File: config.mk
export PLATFORM = sky130hd
export DESIGN_NAME = beat_timing_gen
export DESIGN_NICKNAME = d
export VERILOG_FILES = /design/src/rtl/beat_timing_gen.sv
export SDC_FILE = /design/constraint.sdc
export NUM_CORES = 1
export LEC_CHECK = 0
export CORE_MARGIN = 1
export CORE_UTILIZATION = 30
export DETAILED_ROUTE_END_ITERATION = 7
export PLACE_DENSITY_LB_ADDON = 0.12
export SYNTH_ARGS = -nofsm -noshare
export SYNTH_HDL_FRONTEND = slang
export SYNTH_SLANG_ARGS = --single-unit
export TNS_END_PERCENT = 30
File: constraint.sdc
create_clock -name t3 -period 1.75 [get_ports t3]
set_clock_uncertainty 0.05 [all_clocks]
set_input_delay 0.35 -clock t3 [delete_from_list [all_inputs] [get_ports t3]]
set_output_delay 0.35 -clock t3 [all_outputs]
set_load 0.005 [all_outputs]
File: src/rtl/beat_timing_gen.sv
// Machine-cycle beat generator (w1/w2/w3) with panel start and controller short/long/stop handling.
// One-cycle beat update on t3; no backpressure, controller requests take effect at the next edge.
module beat_timing_gen #(
    parameter int CNT_W = 16
) (
    input  logic             t3,
    input  logic             clr,
    input  logic             qd,
    input  logic             step_mode,
    input  logic             short,
    input  logic             long,
    input  logic             stop,
    output logic             w1,
    output logic             w2,
    output logic             w3,
    output logic             running,
    output logic [CNT_W-1:0] cycle_cnt
);

    typedef enum logic {
        S_IDLE = 1'b0,
        S_RUN  = 1'b1
    } state_t;

    typedef enum logic [2:0] {
        B_W1 = 3'b001,
        B_W2 = 3'b010,
        B_W3 = 3'b100
    } beat_t;

    state_t           r_state;
    beat_t            r_beat;
    logic             r_running;
    logic [CNT_W-1:0] r_cnt;
    logic             r_q1;
    logic             r_q2;
    logic             r_q3;

    beat_t            w_next_beat;
    logic             w_start;
    logic             w_halt;

    // Three-flop synchroniser; the third flop only serves edge detection.
    always_ff @(posedge t3 or negedge clr) begin
        if (!clr) begin
            r_q1 <= 1'b0;
            r_q2 <= 1'b0;
            r_q3 <= 1'b0;
        end else begin
            r_q1 <= qd;
            r_q2 <= r_q1;
            r_q3 <= r_q2;
        end
    end

    assign w_start = r_q2 & ~r_q3;

    always_comb begin
        w_next_beat = B_W1;
        case (r_beat)
            B_W1:    w_next_beat = short ? B_W1 : B_W2;
            B_W2:    w_next_beat = long  ? B_W3 : B_W1;
            default: w_next_beat = B_W1;
        endcase
    end

    // Halting still lets the current advance happen, so a long+stop parks in w3.
    assign w_halt = stop | (step_mode & (w_next_beat == B_W1));

    always_ff @(posedge t3 or negedge clr) begin
        if (!clr) begin
            r_state   <= S_IDLE;
            r_beat    <= B_W1;
            r_running <= 1'b0;
            r_cnt     <= '0;
        end else begin
            case (r_state)
                S_IDLE: begin
                    if (w_start) begin
                        r_state   <= S_RUN;
                        r_running <= 1'b1;
                    end
                end
                S_RUN: begin
                    r_beat <= w_next_beat;
                    r_cnt  <= r_cnt + 1'b1;
                    if (w_halt) begin
                        r_state   <= S_IDLE;
                        r_running <= 1'b0;
                    end
                end
                default: begin
                    r_state   <= S_IDLE;
                    r_running <= 1'b0;
                end
            endcase
        end
    end

    assign w1        = r_beat[0];
    assign w2        = r_beat[1];
    assign w3        = r_beat[2];
    assign running   = r_running;
    assign cycle_cnt = r_cnt;

endmodule

Word level (Yosys, flattened, before mapping). Index checks and enable logic that the tools add are counted.

Register bits: 24.

Eq/ne operators: 5. Add/subtract/negate cells: 1. Bitwise operators: 5. Mux-type cells: 9. Reduce and logical (&&, ||, !) cells: 1.

Operators with widths (number): $add A16 B1 Y16 const B (1); $eq A3 B1 Y1 const B (2); $pmux W3 S2 (1); $mux W1 (4); $pmux W1 S2 (2); $eq A3 B2 Y1 const B (1); $mux W3 (1); $and A1 B1 Y1 (2); $mux W2 (1); $ne A2 B1 Y1 const B (1); $ne A2 B2 Y1 const B (1); $not A1 Y1 (2); $reduce_and A2 Y1 (1); $or A1 B1 Y1 (1).

Longest topological paths before layout. Gate-level depths: netlist of the first run.

Depth in word-level cells: 7. Gate-level depth with buffers: 5. Depth with buffers taken out: 5.

Worst setup path before layout of the first run. Ideal clock, no wire load.

Path type: reg-to-reg. Start: reg r_beat[0]. End: reg r_running (netlist: running). Clock period less this slack: 1.427 ns. Stages on the path, launching flop included: 5. Arrival time: 1.251 ns. Required time: 1.574 ns. Buffers on the path: 0. Path slack: 0.323 ns. Cell sequence: dfstp_2 > and3b_1 > a21oi_1 > o21ai_1 > a311o_1.

Longest elaborated chain between the ends: 7. Elaborated cells on any way between the ends: 8. Classes of those cells: eq/ne: 4; mux: 1; bitwise: 2; reduce/logical: 1.

Ends and longest elaborated chain: from (decl) (RTL line 32) `beat_t r_beat;`; from (signal assigned) (RTL line 85) `r_beat <= w_next_beat;`; $eq A3 B2 Y1 / $eq A3 B1 Y1 (equally long branches) (RTL line 60) `case (r_beat)`; $pmux W3 S2 * (RTL line 60); $eq A3 B1 Y1 * (RTL line 68) `assign w_halt = stop | (step_mode & (w_next_beat == B_W1));`; $and A1 B1 Y1 * (RTL line 68); $or A1 B1 Y1 * (RTL line 68); $ne A2 B1 Y1 (no source line) *; $reduce_and A2 Y1 (no source line) *; to (signal assigned) (RTL line 74) `r_running <= 1'b0;`; to (signal assigned) (RTL line 81) `r_running <= 1'b1;`; to (signal assigned) (RTL line 89) `r_running <= 1'b0;`; to (decl) (RTL line 33) `logic r_running;`.

Mark *: on every way between the ends. The rest lies on a longest branch, timed or not. A chain may end at the register's enable or synchronous reset.

Worst setup path after layout of the first run.
Start: reg r_cnt[5] (netlist: cycle_cnt[5]). End: out cycle_cnt[5].

RTL lines: from (decl) (RTL line 34) `logic [CNT_W-1:0] r_cnt;`; from (signal assigned) (RTL line 86) `r_cnt <= r_cnt + 1'b1;`; to (decl) (RTL line 17) `output logic [CNT_W-1:0] cycle_cnt`.

No word-level cell between the ends.

==> flow_metrics.env, run 1 <==
export IMPL_status="complete, no violations"
export IMPL_worstMarginPinSlew_ps=314
export IMPL_wire_per_inst_um=11.0
export IMPL_syn2layout_area_growth_pct=36.3
export IMPL_async_flop_share_pct=100
export IMPL_dieArea_um2=3710
export IMPL_vias=740
export IMPL_antenna_found_initial=0
export IMPL_antenna_cells=0
export IMPL_fillers=338
export IMPL_synth_cell_types=26
export IMPL_holdCritPathClass="reg2reg"
export IMPL_cts_buffers=3
export IMPL_syn_inst=85
export IMPL_drt_total_wl_mm=1.79
export IMPL_cts_sinks=24
export IMPL_clock_path_buffers=2
export IMPL_grt_setup_unrepaired="no"
export IMPL_drt_iter0_markers=16
export IMPL_cp_slowest_stage_delay_ps=520
export IMPL_grt_pass1_wl_mm=3.17
export IMPL_clock_root_buffer="clkbuf_4"
export IMPL_insertion_delay_ps=310
export IMPL_io_buffers=26
export IMPL_rows=21
export IMPL_cp_end_kind="output pin"
export IMPL_coreArea_um2=3340
export IMPL_overflow=0
export IMPL_fin_crit_sh_pct=96.2
export IMPL_finalSetupViolCount=0
export IMPL_yosysWarningCount=0
export IMPL_slew_viol_final=0
export IMPL_path_max_fanout=6
export IMPL_slew_headroom_pct=79.0
export IMPL_h_tree_depth=1
export IMPL_leakagePower_nw=0.636
export IMPL_ir_drop_v=0.000481
export IMPL_firstDrtPassIters=4
export IMPL_crit_buf_inv=1
export IMPL_fin_nets=125
export IMPL_final_setup_tns_ps=0
export IMPL_drive_above_1_share_pct=19.0
export IMPL_ant_nets=0
export IMPL_power_per_cell_area_nw_per_um2=1080
export IMPL_post_drt_via_cell_ratio=4.57
export IMPL_cp_arrival_ps=1280
export IMPL_hpwl_mm=1.33
export IMPL_initial_utilization_pct=31.2
export IMPL_path_clk_slew_ps=130
export IMPL_worstPathRequired_ps=1350
export IMPL_fin_util_pct=42.6
export IMPL_synth_nets=93
export IMPL_place_congestion=0.752
export IMPL_final_cell_mix="23 x clkdlybuf4s50_1, 15 x dfrtp_1, 9 x xnor2_1"
export IMPL_cts_tree="yes"
export IMPL_min_period_ps=1680
export IMPL_final_common_cell="clkdlybuf4s50_1"
export IMPL_drt_drc_violations_left=0
export IMPL_avgSynthCellArea_um2=12.3
export IMPL_ys_seq_area_share_pct=57.7
export IMPL_io_pins=27
export IMPL_netlist_area_um2=1040
export IMPL_post_cts_buffers=0
export IMPL_fmax_mhz=594
export IMPL_grt_max_degree=25
export IMPL_cts_hold_buf=0
export IMPL_die_x_um=60.9
export IMPL_grt_usage_pct=11.8
export IMPL_grt_pass1_vias=701
export IMPL_synth_edff_count=0
export IMPL_ys_ff_latch=24
export IMPL_worstSetupPathType="reg2out"
export IMPL_start_kind="flop"
export IMPL_cpMaxStageDelayCell="clkdlybuf4s50_1"
export IMPL_cap_violations=0
export IMPL_ys_flop_type="dfrtp_1"
export IMPL_path_delay_family="buffers and inverters"
export IMPL_die_h_um=60.9
export IMPL_hold_viol=0
export IMPL_worstPathCellList="clkdlybuf4s50_1"
## synthesized netlist by cell type, drive strengths merged (2+ instances only)
master  instances  area [µm²]
dfrtp          23         576
xnor2           9        78.8
nand2           7        26.3
nand4           6        67.6
xor2            6        52.6
nand3           5        25.0
inv             4        15.0
nor2            4        15.0
o21ai           3        15.0
a21oi           2        10.0
nor2b           2        12.5
nor3            2        21.3
nor4            2        25.0
## timing repair
| action | in CTS | in global routing |
|---|---|---|
| setup endpoints to repair | 3 | 8 |
| resized for setup | 3 | 8 |
| gates cloned | 0 | 0 |
## state kept, by name (all words and copies together), names as in the netlist
signal / flops
r_q3: 1
cycle_cnt: 16
r_beat: 3
r_q1: 1
r_state: 1
running: 1
r_q2: 1
## per-layer routing
layer | up-vias | global-route usage, % | part of all wire [%] | wire, µm
met5 | - | 0 | 0 | 0
met4 | 0 | 2.92 | 1.1 | 19
met3 | 2 | 4.26 | 4.5 | 80
met2 | 19 | 17.1 | 45 | 802
met1 | 363 | 16.7 | 50 | 885
li1 | 356 | - | - | -
## metrics by stage
stage                     instance area [µm²]  hold slack, ps  total power [mW]  worst slack [ps]  cells
after floorplan                          1040            4.41             0.993               323     85
after global placement                   1370             295              1.26              69.2    158
after detailed placement                 1370             286              1.26              33.7    158
after CTS                                1410             325              1.55              7.17    162
after global routing                     1420             335              1.64              5.90    162
final                                    1420             317              1.53              66.3    162
## cell families after synthesis
group	Yosys count	share of synthesized area, %
xor gates and xnor gates	15	12.6
buffers and inverters	5	1.92
AOI/OAI and AO/OA	8	4.80
and+or+nand+nor	31	20.6
muxes	1	1.08
adders and majority gates	1	1.20
DFF	24	57.7
## power by group
group / internal, mW / leakage [nW] / switching [mW]
registers: 0.672 / 0.298 / 0.141
logic: 0.262 / 0.316 / 0.170
clock network: 0.127 / 0.0210 / 0.157
total: 1.06 / 0.636 / 0.468
## path summary, 6_finish.rpt
kind                         startpoint            end  slack, ps  depth (start not counted)
setup / recovery           cycle_cnt[5]   cycle_cnt[5]         70                          1
hold / removal                     r_q1           r_q2        320                          0
setup reg to reg              r_beat[0]        running        230                          4
hold reg to reg                    r_q1           r_q2        320                          0
max in group asynchronous           clr      r_beat[0]       1030                          2
min in group asynchronous           clr  cycle_cnt[15]        330                          2
## cell type report
type                    count  area, µm²  area share [%]
multi-input cells          56        420            29.6
well taps                  46       57.6            4.05
repair buffers             28        279            19.6
clock buffers               4       36.3            2.56
inverters                   4       15.0            1.06
flip-flops and latches     24        612            43.1
No activity file was read; power rests on OpenSTA's default activity.
==> run 2: changes to the inputs <==
--- a/config.mk
+++ b/config.mk
@@ -5,10 +5,11 @@
 export SDC_FILE = /design/constraint.sdc
 export NUM_CORES = 1
 export LEC_CHECK = 0
+export CAP_MARGIN = 5
 export CORE_MARGIN = 1
-export CORE_UTILIZATION = 30
+export CORE_UTILIZATION = 41
 export DETAILED_ROUTE_END_ITERATION = 7
-export PLACE_DENSITY_LB_ADDON = 0.12
+export PLACE_DENSITY = 0.79
 export SYNTH_ARGS = -nofsm -noshare
 export SYNTH_HDL_FRONTEND = slang
 export SYNTH_SLANG_ARGS = --single-unit
==> run 2 against run 1 <==
Against the previous run: largest cell class unchanged; critical endpoint is now cycle_cnt[2]; via count fell by 0.27%; flip-flop and latch count stayed put; critical path depth is the same; critical path type unchanged.
==> flow_metrics.env, run 2 (synthesis gave the netlist of run 1 again) <==
export IMPL_antenna_found_initial=0
export IMPL_rows=17
export IMPL_top_usage_layer="met2"
export IMPL_grt_use_met3_pct=3.77
export IMPL_path_delay_family="buffers and inverters"
export IMPL_clock_root_buffer="clkbuf_4"
export IMPL_grtUsageMet2_pct=29.5
export IMPL_drt_drc_violations_left=0
export IMPL_cpMaxStageDelayCell="clkdlybuf4s50_1"
export IMPL_min_period_ps=1680
export IMPL_ant_nets=0
export IMPL_cts_sinks=24
export IMPL_firstDrtPassIters=2
export IMPL_place_congestion=0.702
export IMPL_fin_nets=126
export IMPL_cap_violations=0
export IMPL_finalSetupViolCount=0
export IMPL_worstMarginPinSlew_ps=295
export IMPL_cts_buffers=3
export IMPL_final_cell_mix="25 x clkdlybuf4s50_1, 16 x dfrtp_1, 9 x xnor2_1"
export IMPL_leakagePower_nw=0.603
export IMPL_dp_cells=140
export IMPL_worstPathRequired_ps=1350
export IMPL_coreArea_um2=2300
export IMPL_grt_max_degree=25
export IMPL_worstPathCellList="clkdlybuf4s50_1"
export IMPL_die_x_um=52.4
export IMPL_cts_hold_buf=0
export IMPL_cp_arrival_ps=1280
export IMPL_overflow=0
export IMPL_worstSetupPathType="reg2out"
export IMPL_initial_utilization_pct=45.4
export IMPL_syn2layout_area_growth_pct=33.3
export IMPL_die_h_um=52.4
export IMPL_slew_headroom_pct=80.3
export IMPL_final_common_cell="clkdlybuf4s50_1"
export IMPL_vias=738
export IMPL_fin_cells=145
export IMPL_grtUsageMet1_pct=16.4
export IMPL_power_per_cell_area_nw_per_um2=1080
export IMPL_h_tree_depth=1
export IMPL_drt_total_wl_mm=1.82
export IMPL_io_pins=27
export IMPL_start_kind="flop"
export IMPL_hpwl_mm=1.39
export IMPL_path_clk_slew_ps=120
export IMPL_ir_drop_v=0.000665
export IMPL_hold_ws_ps=315
export IMPL_antenna_cells=0
export IMPL_status="complete, no violations"
export IMPL_hold_viol=0
export IMPL_grt_pass1_wl_mm=3.15
export IMPL_dieArea_um2=2750
export IMPL_drive_above_1_share_pct=17.9
export IMPL_grt_usage_pct=15.8
export IMPL_holdCritPathClass="reg2reg"
export IMPL_clock_path_buffers=2
export IMPL_cp_end_kind="output pin"
export IMPL_insertion_delay_ps=300
export IMPL_grt_setup_unrepaired="no"
export IMPL_post_drt_via_cell_ratio=5.09
export IMPL_grt_pass1_vias=784
export IMPL_slew_viol_final=0
export IMPL_wire_per_inst_um=12.6
export IMPL_fmax_mhz=597
export IMPL_largest_reg_flops=16
export IMPL_crit_buf_inv=1
export IMPL_fin_crit_sh_pct=95.8
export IMPL_cts_tree="yes"
export IMPL_path_max_fanout=5
export IMPL_cp_slowest_stage_delay_ps=530
export IMPL_io_buffers=26
export IMPL_drt_iter0_markers=5
==> run 2: changes by cell type in the layout (fill, tap and decap cells not counted), sizes merged <==
cell	before	now
buf	2	3
clkdlybuf4s50	23	25
dlymetal6s2s	2	0
==> run 2: worst paths after layout <==
kind,startpoint,to,slack [ps],depth (start not counted)
min in group asynchronous,clr,cycle_cnt[10],330,2
max,cycle_cnt[2],cycle_cnt[2],70,1
min reg2reg,r_q1,r_q2,320,0
max in group asynchronous,clr,r_beat[0],1040,2
min,r_q1,r_q2,320,0
max reg2reg,r_beat[0],running,120,5
==> run 2: metrics by stage <==
stage / util (%) / TNS (ps) / area, µm² / setup WS, ps / power, mW
floorplan: - / 0 / 1040 / 323 / 0.993
global placement: 58.7 / 0 / 1350 / 83.1 / 1.25
detailed placement: 58.7 / -21.1 / 1350 / -21.1 / 1.26
CTS: 60.2 / 0 / 1380 / 12.1 / 1.53
global route: 60.5 / 0 / 1390 / 6.24 / 1.62
finish: 60.5 / 0 / 1390 / 73.6 / 1.51
==> run 2: routing by layer <==
layer,part of all wire [%],routed length (µm)
met2,55,993
met3,5.0,91
met5,0,0
met4,0,0
met1,40,737
==> run 2: final cells by class <==
type	count	area [µm²]
sequential	24	611
timing repair buffer	29	282
multi-input combinational	56	420
clock buffer	4	26.3
tap	28	35.0
inverter	4	15.0
fill	214	908
==> run 2: power by group <==
group / switching (mW) / leakage, nW / total (mW) / internal, mW
Clock: 0.153 / 0.0150 / 0.241 / 0.0888
Sequential: 0.137 / 0.300 / 0.808 / 0.671
Combinational: 0.180 / 0.288 / 0.457 / 0.277
==> run 2: timing repair <==
item | in CTS | in global routing
gates resized for setup | 3 | 5
buffers inserted | 1 | 0
endpoints found under the setup margin | 3 | 5
gates cloned | 0 | 0
==> run 2: worst register-to-register path: stages (launching register included) <==
cell and delay (ps):
dfstp_2 560, buf_4 130, and3b_1 190, a21oi_1 150, o21ai_1 100, a311o_1 350
